===== config.mk =====
export PLATFORM = sky130hd
export DESIGN_NAME = sbox_stage_flat
export DESIGN_NICKNAME = d
export VERILOG_FILES = /design/src/rtl/des_pkg.sv /design/src/rtl/sbox_stage_if.sv /design/src/rtl/sbox_lut.sv /design/src/rtl/sbox_stage.sv /design/src/flat_wrapper.sv
export SDC_FILE = /design/constraint.sdc
export NUM_CORES = 1
export LEC_CHECK = 0
export CAP_MARGIN = 20
export CORE_MARGIN = 8
export CORE_UTILIZATION = 55
export DETAILED_ROUTE_END_ITERATION = 8
export PLACE_DENSITY = 0.82
export SLEW_MARGIN = 30
export SYNTH_ARGS = -nofsm -noshare
export SYNTH_HDL_FRONTEND = slang
export SYNTH_SLANG_ARGS = --single-unit

===== constraint.sdc =====
create_clock -name clk -period 3.52 [get_ports clk]
set_input_delay 0.704 -clock clk [delete_from_list [all_inputs] [get_ports clk]]
set_output_delay 0.704 -clock clk [all_outputs]
set_load 0.02 [all_outputs]

===== src/rtl/des_pkg.sv =====
// -----------------------------------------------------------------------------
// des_pkg: shared DES f-function constants and types.
//   SBOX     : 8 boxes x 4 rows x 16 columns of 4-bit values. Each row is one
//              64-bit word; column 0 is the most significant nibble.
//   P_TABLE  : the 32-entry P permutation. Entries are 1-based DES bit numbers.
//   p_permute: applies P. Bit 31 of a half_t is DES bit 1.
// -----------------------------------------------------------------------------
package des_pkg;

  localparam int NUM_SBOX   = 8;
  localparam int SBOX_IN_W  = 6;
  localparam int SBOX_OUT_W = 4;

  typedef logic [31:0] half_t;
  typedef logic [47:0] exp_t;
  typedef logic [47:0] key48_t;

  localparam logic [0:7][0:3][0:15][3:0] SBOX = {
    64'hE4D12FB83A6C5907, 64'h0F74E2D1A6CB9538, 64'h41E8D62BFC973A50, 64'hFC8249175B3EA06D,
    64'hF18E6B34972DC05A, 64'h3D47F28EC01A69B5, 64'h0E7BA4D158C6932F, 64'hD8A13F42B67C05E9,
    64'hA09E63F51DC7B428, 64'hD709346A285ECBF1, 64'hD6498F30B12C5AE7, 64'h1AD069874FE3B52C,
    64'h7DE3069A1285BC4F, 64'hD8B56F03472C1AE9, 64'hA690CB7DF13E5284, 64'h3F06A1D8945BC72E,
    64'h2C417AB6853FD0E9, 64'hEB2C47D150FA3986, 64'h421BAD78F9C5630E, 64'hB8C71E2D6F09A453,
    64'hC1AF92680D34E75B, 64'hAF427C9561DE0B38, 64'h9EF528C3704A1DB6, 64'h432C95FABE17608D,
    64'h4B2EF08D3C975A61, 64'hD0B7491AE35C2F86, 64'h14BDC37EAF680592, 64'h6BD814A7950FE23C,
    64'hD2846FB1A93E50C7, 64'h1FD8A374C56B0E92, 64'h7B419CE206ADF358, 64'h21E74A8DFC90356B
  };

  localparam logic [0:31][5:0] P_TABLE = {
    6'd16, 6'd7,  6'd20, 6'd21, 6'd29, 6'd12, 6'd28, 6'd17,
    6'd1,  6'd15, 6'd23, 6'd26, 6'd5,  6'd18, 6'd31, 6'd10,
    6'd2,  6'd8,  6'd24, 6'd14, 6'd32, 6'd27, 6'd3,  6'd9,
    6'd19, 6'd13, 6'd30, 6'd6,  6'd22, 6'd11, 6'd4,  6'd25
  };

  // Output DES bit j+1 takes input DES bit P_TABLE[j]. DES bit n maps to vector bit 32-n.
  function automatic half_t p_permute(input half_t din);
    half_t dout;
    dout = 32'h0;
    for (int j = 0; j < 32; j++) begin
      dout[31-j] = din[32 - int'(P_TABLE[j])];
    end
    return dout;
  endfunction

endpackage


===== src/rtl/sbox_stage_if.sv =====
// -----------------------------------------------------------------------------
// sbox_stage_if: valid/ready bundle around sbox_stage.
//   in_valid/in_ready/exp_data/subkey : upstream side from the expansion block
//   out_valid/out_ready/f_out         : downstream side to the round controller
//   slave  : the sbox_stage view
//   master : the view of the surrounding logic that drives both sides
// -----------------------------------------------------------------------------
interface sbox_stage_if;
  import des_pkg::*;

  logic   in_valid;
  logic   in_ready;
  exp_t   exp_data;
  key48_t subkey;
  logic   out_valid;
  logic   out_ready;
  half_t  f_out;

  modport slave (
    input  in_valid, exp_data, subkey, out_ready,
    output in_ready, out_valid, f_out
  );

  modport master (
    output in_valid, exp_data, subkey, out_ready,
    input  in_ready, out_valid, f_out
  );
endinterface


===== src/rtl/sbox_lut.sv =====
// -----------------------------------------------------------------------------
// sbox_lut: one DES S-box as a combinational table lookup.
//   IDX     : S-box number, 1..8
//   i_chunk : 6-bit input; bit 5 is the first DES bit (b0)
//   o_val   : 4-bit substitution result
// -----------------------------------------------------------------------------
module sbox_lut
  import des_pkg::*;
#(
  parameter int IDX = 1
) (
  input  logic [SBOX_IN_W-1:0]  i_chunk,
  output logic [SBOX_OUT_W-1:0] o_val
);

  logic [1:0] w_row;
  logic [3:0] w_col;

  // The row is taken from the outer bits {b0,b5}. The column is taken from the inner bits b1..b4.
  assign w_row = {i_chunk[5], i_chunk[0]};
  assign w_col = i_chunk[4:1];
  assign o_val = SBOX[IDX-1][w_row][w_col];

endmodule


===== src/rtl/sbox_stage.sv =====
// -----------------------------------------------------------------------------
// sbox_stage: DES f-function back end. It performs key mixing, then S-boxes, then P.
// It is a two-stage valid/ready pipeline.
//   clk : system clock, rising edge
//   rst : asynchronous, active-high reset
//   bus : sbox_stage_if.slave
//         in_valid/in_ready/exp_data/subkey in, out_valid/out_ready/f_out out
// Stage 1 holds mix = exp_data ^ subkey. Stage 2 holds f_out.
// Build option SBOX_PERM_EN:
//   defined   : f_out = P(S(mix))
//   undefined : f_out = S(mix), and P is applied by the round controller
// -----------------------------------------------------------------------------
module sbox_stage
  import des_pkg::*;
(
  input  logic        clk,
  input  logic        rst,
  sbox_stage_if.slave bus
);

  logic  r_s1_valid;
  exp_t  r_s1_mix;
  logic  r_s2_valid;
  half_t r_f_out;

  logic  w_s2_advance;
  logic  w_in_ready;
  logic  w_in_xfer;
  half_t w_s_raw;
  half_t w_f_next;

  // Stage 2 can take a word if it is empty or if its word leaves this cycle.
  // Stage 1 can take a word on the same terms, so it refills while it drains.
  assign w_s2_advance = !r_s2_valid || bus.out_ready;
  assign w_in_ready   = !rst && (!r_s1_valid || w_s2_advance);
  assign w_in_xfer    = bus.in_valid && w_in_ready;

  // S1 takes the MSB chunk and drives the MSB nibble.
  for (genvar g = 0; g < NUM_SBOX; g++) begin : g_sbox
    sbox_lut #(.IDX(g + 1)) u_lut (
      .i_chunk (r_s1_mix[47 - SBOX_IN_W*g -: SBOX_IN_W]),
      .o_val   (w_s_raw[31 - SBOX_OUT_W*g -: SBOX_OUT_W])
    );
  end

`ifdef SBOX_PERM_EN
  assign w_f_next = p_permute(w_s_raw);
`else
  assign w_f_next = w_s_raw;
`endif

  // Stage 1: the key-mixed word.
  always_ff @(posedge clk or posedge rst) begin
    if (rst) begin
      r_s1_valid <= 1'b0;
      r_s1_mix   <= 48'h0;
    end else if (w_in_xfer) begin
      r_s1_valid <= 1'b1;
      r_s1_mix   <= bus.exp_data ^ bus.subkey;
    end else if (r_s1_valid && w_s2_advance) begin
      r_s1_valid <= 1'b0;
    end
  end

  // Stage 2: the f-function result. It holds while the consumer stalls.
  always_ff @(posedge clk or posedge rst) begin
    if (rst) begin
      r_s2_valid <= 1'b0;
      r_f_out    <= 32'h0;
    end else if (w_s2_advance) begin
      r_s2_valid <= r_s1_valid;
      if (r_s1_valid) begin
        r_f_out <= w_f_next;
      end
    end
  end

  assign bus.in_ready  = w_in_ready;
  assign bus.out_valid = r_s2_valid;
  assign bus.f_out     = r_f_out;

endmodule


===== src/flat_wrapper.sv =====
// flat-port wrapper written by rule: the top's interface ports become plain ports
module sbox_stage_flat import des_pkg::*;
  (clk, rst, bus_in_valid, bus_exp_data, bus_subkey, bus_out_ready, bus_in_ready, bus_out_valid, bus_f_out);
  sbox_stage_if bus_i ();
  input  logic clk;
  input  logic rst;
  input wire logic [$bits(bus_i.in_valid)-1:0] bus_in_valid;
  input wire logic [$bits(bus_i.exp_data)-1:0] bus_exp_data;
  input wire logic [$bits(bus_i.subkey)-1:0] bus_subkey;
  input wire logic [$bits(bus_i.out_ready)-1:0] bus_out_ready;
  output wire logic [$bits(bus_i.in_ready)-1:0] bus_in_ready;
  output wire logic [$bits(bus_i.out_valid)-1:0] bus_out_valid;
  output wire logic [$bits(bus_i.f_out)-1:0] bus_f_out;
  assign bus_i.in_valid = bus_in_valid;
  assign bus_i.exp_data = bus_exp_data;
  assign bus_i.subkey = bus_subkey;
  assign bus_i.out_ready = bus_out_ready;
  assign bus_in_ready = bus_i.in_ready;
  assign bus_out_valid = bus_i.out_valid;
  assign bus_f_out = bus_i.f_out;
  sbox_stage u_core (.clk(clk), .rst(rst), .bus(bus_i));
endmodule

==> run_results.csv <==
group,metric,value,unit
critical_path,r2r_cells,7,
routing,antenna_left,0,
routing,vias,7849,
floorplanning,ios,134,
logic_synthesis,synthesis.instances,1038,
critical_path,worstReg2RegEnd,"u_core.bus.f_out[16]",
pwr,swShare,0.4092,
logic_synthesis,muxShareOfSynthArea,0.09027,
routing,firstDrtPassIters,5,
critical_path,slowest_stage,"clkdlybuf4s50_1",
clock_tree,cts_num_sinks,82,
cells_and_area,final_core_util,0.6611,
pwr,p_sw,2.258,mW
logic_synthesis,syn_area_per_cell,8.079,sq um
critical_path,r2r_setup_slack,0.78,ns
logic_synthesis,yosys-top-cells-area,"dfrtp_1, ha_1, nand2_1, a21oi_1, mux4_2",
global_routing,met1_usage,0.2816,
critical_path,cp-start-kind,"input pin",
cells_and_area,final_cells,1283,
logic_synthesis,synth_adder_area_share,0.09400,
clock_tree,root_buffer,"clkbuf_16",
floorplanning,die_w,139.5,um
placement,io_buffers,133,
global_routing,gr-usage-met2,0.3417,
logic_synthesis,syn_nets,1201,
global_routing,grtUsageTotal,0.2109,
clock_tree,hold_buffers,0,
critical_path,crit_path_end_kind,"output pin",
floorplanning,chipHeight,139.5,um
sta,max_slew.worst_pin.slew,0.9284,ns
sta,clock_skew,0.007044,ns
routing,remaining_drc_errors,0,
global_routing,grtUsageMet3,0.03625,
worst_hold_path,min_path_type,"flop to flop",
critical_path,slowest_delay,0.71,ns
sta,rsz0062_at_grt,"false",
logic_synthesis,syn_area,8386,sq um
sta,final.setup.tns,0,ns
sta,drv_slew,0,
critical_path,cp.required,2.82,ns
clock_tree,insertion_delay,0.35,ns
clock_tree,cts_buffer_depth,2,
floorplanning,rows,45,
job,drv_cap,0,
logic_synthesis,synth_top_family_by_area,"compound AO/OA/AOI/OAI gates",
routing,vias_per_cell,6.118,
logic_synthesis,ys_async_sr_fraction,1.000,
pwr,pwr-share-seq,0.319,
clock_tree,numCtsBuffers,9,
pwr,powerDensity,555.2,nW/um^2
floorplanning,core-area,15030,sq um
logic_synthesis,synthSimpleGateAreaFrac,0.1737,
floorplanning,dieArea,19450,sq um
pwr,internal-power,3.260,mW
logic_synthesis,synthDistinctLibCells,68,
critical_path,crit_arrival,2.38,ns
logic_synthesis,synth_ff_type,"dfrtp_1",
global_routing,grt_start_max_net_pins,98,
critical_path,cp.depth,4,
floorplanning,initial_core_util,0.5578,
pwr,combPwrFrac,0.477,
logic_synthesis,synth-xor-area-share,0.06893,
global_routing,grt_busiest_layer,"met2",
clock_tree,path_clk_slew,0.06,ns
cells_and_area,area_growth,18.52,%
clock_tree,cts_tree,"done",
global_routing,grt_pass1_vias,7124,
sta,setup_viol,0,
sta,max-slew-margin-rel,0.3811,
sta,hold-worst-slack,0.4724,ns
critical_path,crit_top_cell,"clkdlybuf4s50_1",
critical_path,worst-path-max-fanout,2,
critical_path,worstSetupPathType,"input pin to output pin",
sta,finalHoldViolations,0,
logic_synthesis,ys_seq_area_frac,0.2447,
global_routing,antenna_found_initial,0,
cells_and_area,num_antenna_cells,0,
critical_path,endpoint,"bus_in_ready",
placement,place_inst,1267,
logic_synthesis,yosys.area.top_type,"dfrtp_1",
routing,post_drt_wl_per_cell,16.35,um
outcome,outcome,"complete, no violations",
clock_tree,postCtsResizedCells,0,
cells_and_area,drive_gt1_frac,0.05388,
logic_synthesis,yosysTopAreaCellShare,0.2447,
logic_synthesis,synth_most_common_cell,"nand2_1",
logic_synthesis,ys_warn_count,0,
routing,drt-total-wl,20980,um
routing,drt_iter0_drc,477,
logic_synthesis,synth_seq_cells,82,
global_routing,grt_overflow,0,
cells_and_area,post-route-cell-area,9938,sq um
critical_path,r2r-start,"u_core.r_s1_mix[29]",
clock_tree,cts_setup_buffers,0,
logic_synthesis,synth_edf_count,0,
pwr,p_clk_frac,0.204,
clock_tree,htreeDepth,3,
critical_path,cp_top_family,"buffers and inverters",
sta,fmax,323.8,MHz
pwr,p_leak,4.027,nW
sta,fin_crit_sh,0.8774,
sta,layout_min_cycle_time,3.088,ns
worst_hold_path,hold_depth,2,
placement,place_hpwl,14570,um
critical_path,cp-startpoint,"bus_out_ready",
placement,postPlaceCellArea,9573,sq um
logic_synthesis,synth_compound_gate_area_share,0.2562,
logic_synthesis,synthTopCellsByCount,"nand2_1, nor2_1, dfrtp_1",
cells_and_area,final_nets,1253,
pwr,vdd_drop_max,0.2579,mV
placement,globalplace.congestion,0.9161,
global_routing,grt_pass1_wl,35010,um
critical_path,crit_chain,"clkdlybuf4s50_1, nor2b_1, a21oi_1, clkdlybuf4s50_1",
cells_and_area,nFillCells,1228,
critical_path,path_buf_inv,2,
==> cells in the final DEF, fill, tap and decap left out, types with 7 or more instances in the layout <==
master           instances
o22ai_1                  9
o21ai_0                 75
nor2_1                  86
mux2i_1                 28
mux4_2                  17
o211ai_1                19
nand2_1                103
clkbuf_16                9
nor3_1                  12
o221ai_1                10
mux2_2                   7
nor4_1                   7
xnor2_1                 30
a311oi_1                 9
nor3b_1                  7
clkdlybuf4s50_1        133
a211oi_1                19
o2111ai_1               10
nand3_1                 17
ha_1                    63
nand2b_1                27
a221oi_1                 7
dfrtp_1                 79
a2111oi_0               12
nor2b_1                 16
a21oi_1                 78
inv_1                   41
a31oi_1                 16
xor2_1                  36
==> logic make-up (layout without fill, tap and decap cells) <==
kind of cell | Yosys count | in the layout
AO/OA/AOI/OAI | 324 | 324
multiplexers | 53 | 53
XOR/XNOR | 66 | 66
flip-flops | 82 | 82
buffers and inverters | 141 | 198
AND/OR/NAND/NOR | 309 | 309
adder cells (fa/ha/maj) | 63 | 63
==> worst min-delay path, stage by stage, from the launching register on <==
cell and delay (ns):
dfrtp_1 0.34, nand2_1 0.05, o41ai_1 0.05
==> state kept, by name, indices dropped and copies added (netlist names) <==
signal and cells:
u_core.bus.out_valid 1, u_core.r_s1_mix 48, u_core.bus.f_out 32, u_core.r_s1_valid 1
==> stage by stage <==
stage                     power, mW  worst slack, ns
after floorplan               3.547           0.7076
after global placement        4.328           0.6485
after detailed placement      4.383           0.6377
after CTS                     5.528           0.6345
after global routing          5.906           0.3893
final                         5.518           0.4317
==> power groups by stage <==
stage	registers, mW	logic [mW]	clock network (mW)
6_report	1.76	2.63	1.12
2_1_floorplan	1.60	1.95	0
4_1_cts	1.75	2.63	1.15
3_3_place_gp	1.75	2.57	0
5_1_grt	1.83	2.90	1.18
3_5_place_dp	1.76	2.62	0
==> routing by layer <==
| metal | part of all wire | vias to the layer above |
|---|---|---|
| met2 | 0.49 | 299 |
| met5 | 0 | - |
| li1 | - | 3861 |
| met1 | 0.44 | 3672 |
| met3 | 0.063 | 17 |
| met4 | 0.014 | 0 |
==> layout make-up <==
type / count / area, sq um / area share
Tap cell: 188 / 235.2 / 0.02367
Timing Repair Buffer: 138 / 1381 / 0.1390
Inverter: 44 / 166.4 / 0.01674
Clock buffer: 11 / 252.7 / 0.02543
Multi-Input combinational cell: 815 / 5747 / 0.5782
Sequential cell: 82 / 2056 / 0.2068
Clock inverter: 5 / 100.1 / 0.01007
==> worst min path at each step <==
| stage | startpoint | endpoint | slack, ns |
|---|---|---|---|
| after floorplan | u_core.r_s1_valid | u_core.r_s1_valid | 0.49 |
| after CTS | u_core.bus.f_out[19] | u_core.bus.f_out[19] | 0.48 |
| after detailed placement | u_core.bus.f_out[19] | u_core.bus.f_out[19] | 0.46 |
| after global placement | u_core.bus.f_out[19] | u_core.bus.f_out[19] | 0.45 |
| final | u_core.bus.f_out[19] | u_core.bus.f_out[19] | 0.47 |
| after global routing | u_core.bus.f_out[19] | u_core.bus.f_out[19] | 0.50 |
Power figures use the tool's default switching activity.
==> RTL edit, RTL diff (same settings) <==
The option `SBOX_PERM_EN` is turned on by a define.
--- a/src/rtl/sbox_stage.sv
+++ b/src/rtl/sbox_stage.sv
@@ -10,6 +10,8 @@
 //   defined   : f_out = P(S(mix))
 //   undefined : f_out = S(mix), and P is applied by the round controller
 // -----------------------------------------------------------------------------
+`define SBOX_PERM_EN
+
 module sbox_stage
   import des_pkg::*;
 (
Behaviour: not the same (Yosys sat finds a counterexample within 4 cycles, from zero or initial values and one cycle with rst high).
==> RTL edit against the unedited design <==
- cell area decreased by 1.4%
- sequential share of layout area increased by 0.32 points
- worst setup slack better by 0.0039 ns
- sequential cell count unchanged
- synthesized area shrank 0.88%
- total power decreased by 4.1%
- count of clock-buffer cells in the layout rose by 1
- fmax is 0.13% higher
- combinational power rose by 2%
- register-to-register slack better by 0.17 ns
- routed wire length is 2.6% lower
- synthesized cell count decreased by 3.0%
- critical endpoint unchanged
- largest power group unchanged
==> RTL edit: results (changes against the unedited design) <==
| Metric | Value |
|---|---|
| Status | finished, final reports clean (unchanged) |
| Yosys warns | 0 (unchanged) |
| Largest Register | u_core.r_s1_mix (unchanged) |
| Longest Clk Path Bufs | 2 (unchanged) |
| First-pass GRT wire length | 34.6 mm (was 35.0 mm) |
| Fill count | 1,284 (was 1,228) |
| Final wirelength | 20.4 mm (was 21.0 mm) |
| Crit-path max FO | 2 (unchanged) |
| Worst hold path class | flop to flop (unchanged) |
| Initial antenna violation count | 0 (unchanged) |
| Vias | 7,600 (was 7,849) |
| Worst Hold End | u_core.bus.f_out[1] (was u_core.bus.f_out[19]) |
| Clock transition at path regs | 0.06 ns (about the same) |
| Storage cell area | 0.00206 mm² (about the same) |
| Clk Latency, worst-skew pair | 0.34 ns |
| Share of post-route cells with drive strength above 1 | 5.70% (was 5.39%) |
| TritonCTS buffer count | 9 (unchanged) |
| Most instantiated cells after synthesis | nand2_1, nor2_1, dfrtp_1, a21oi_1, o21ai_0 (unchanged) |
| Htree depth | 3 (unchanged) |
| Register-to-register setup slack | 0.95 ns (was 0.78 ns) |
| Clk. pwr | 882 µW (was 1120 µW) |
| Cells after DPL | 1,242 (was 1,267) |
| Unique masters post-synth | 67 (was 68) |
| Leak | 0.00405 µW (was 0.00403 µW) |
| Gate Count Post-Synth | 1,007 (was 1,038) |
| Ranking of synthesized cells by area | dfrtp_1, ha_1, mux4_2 (was dfrtp_1, ha_1, nand2_1) |
| CP Data Arrival Time | 2.38 ns (about the same) |
| Worst slack at placement | 0.424 ns (was 0.638 ns) |
| Final ANT Viol Nets | 0 (unchanged) |
| Hold slack final | 0.472 ns (about the same) |
| Placed Instance Area | 0.00950 mm² (was 0.00957 mm²) |
| Crit Reg-Reg Endpoint | u_core.bus.f_out[31] (was u_core.bus.f_out[16]) |
| Peak VDD IR | 258 µV (about the same) |
| Final HPWL DP | 14.7 mm (was 14.6 mm) |
| Worst clock skew | 0.00567 ns (was 0.00704 ns) |
| All-Layer GR Usage | 21.2% (was 21.1%) |
| Reg2reg path depth | 6 (was 7) |
| Total setup buffers inserted after CTS | 0 (unchanged) |
| Drt via density | 6.04 (was 6.12) |
| Clock share of power | 16.7% (was 20.4%) |
| Vias in the first global route | 6,971 (was 7,124) |
| Inserted Diodes | 0 (unchanged) |
| Port buffer count | 133 (unchanged) |
| Post_cts resized | 0 (unchanged) |
| Cells on Worst Hold Path | 2 (unchanged) |
| DRT iter0 DRCs | 465 (was 477) |
| Predominant post-synthesis flop cell | dfrtp_1 (unchanged) |
| Post-synthesis sequential area ratio | 24.7% (was 24.5%) |
| Hold path start | u_core.bus.f_out[1] (was u_core.bus.f_out[19]) |
| Drt pass-1 iters | 6 (was 5) |
| Placer Congestion | 0.914 (was 0.916) |
| P_int | 3080 µW (was 3260 µW) |
| Max FFs per register | 48 (unchanged) |
| Tightest Pin Transition | 0.942 ns (was 0.928 ns) |
| Largest net degree at the start of global routing | 56 (was 98) |
| Comb pwr | 2680 µW (was 2630 µW) |
[RTL edit: cell count changes after synthesis, moves of 6 or more]
cell / unedited run / this run
a2111oi_0: 12 / 5
a211o_1: 6 / 12
buf_2: 43 / 28
o211ai_1: 19 / 26
o311ai_0: 6 / 13
[RTL edit: worst max path at each step]
stage / end / slack, ns / cells past startpoint / from
final: bus_in_ready / 0.44 / 4 / bus_out_ready
after global routing: bus_in_ready / 0.35 / 4 / bus_out_ready
after floorplan: u_core.bus.f_out[0] / 0.71 / 1 / rst
after detailed placement: bus_in_ready / 0.42 / 4 / bus_out_ready
after CTS: bus_in_ready / 0.41 / 4 / bus_out_ready
after global placement: bus_in_ready / 0.42 / 4 / bus_out_ready
[RTL edit: logic make-up after synthesis]
family                     Yosys count  synth area share, %
AOI/OAI and AO/OA                  308                 24.3
xor gates and xnor gates            69                 7.27
adders and majority gates           63                 9.48
buffers and inverters              137                 7.36
DFF                                 82                 24.7
muxes                               61                 11.2
and+or+nand+nor                    287                 15.7
[RTL edit: layer usage]
metal | routed length (µm) | GRT usage, % | vias up | share of wire, %
met5 | 0 | 0 | - | 0
met3 | 1110 | 3.79 | 24 | 5.4
met1 | 8780 | 27.8 | 3616 | 43
li1 | - | - | 3730 | -
met4 | 351 | 6.87 | 0 | 1.7
met2 | 10200 | 34.7 | 230 | 50
[RTL edit: worst max-delay path, cell delays in order]
cell             delay, ns
clkdlybuf4s50_1       0.48
nor2b_1               0.06
a21oi_1               0.42
clkdlybuf4s50_1       0.71
[RTL edit: cell type report]
type | instances | area share, %
clock buffer | 12 | 2.62
tap | 188 | 2.40
clock inverter | 3 | 0.153
sequential | 82 | 21.0
multi-input combinational | 788 | 57.7
inverter | 45 | 1.75
timing repair buffer | 140 | 14.3
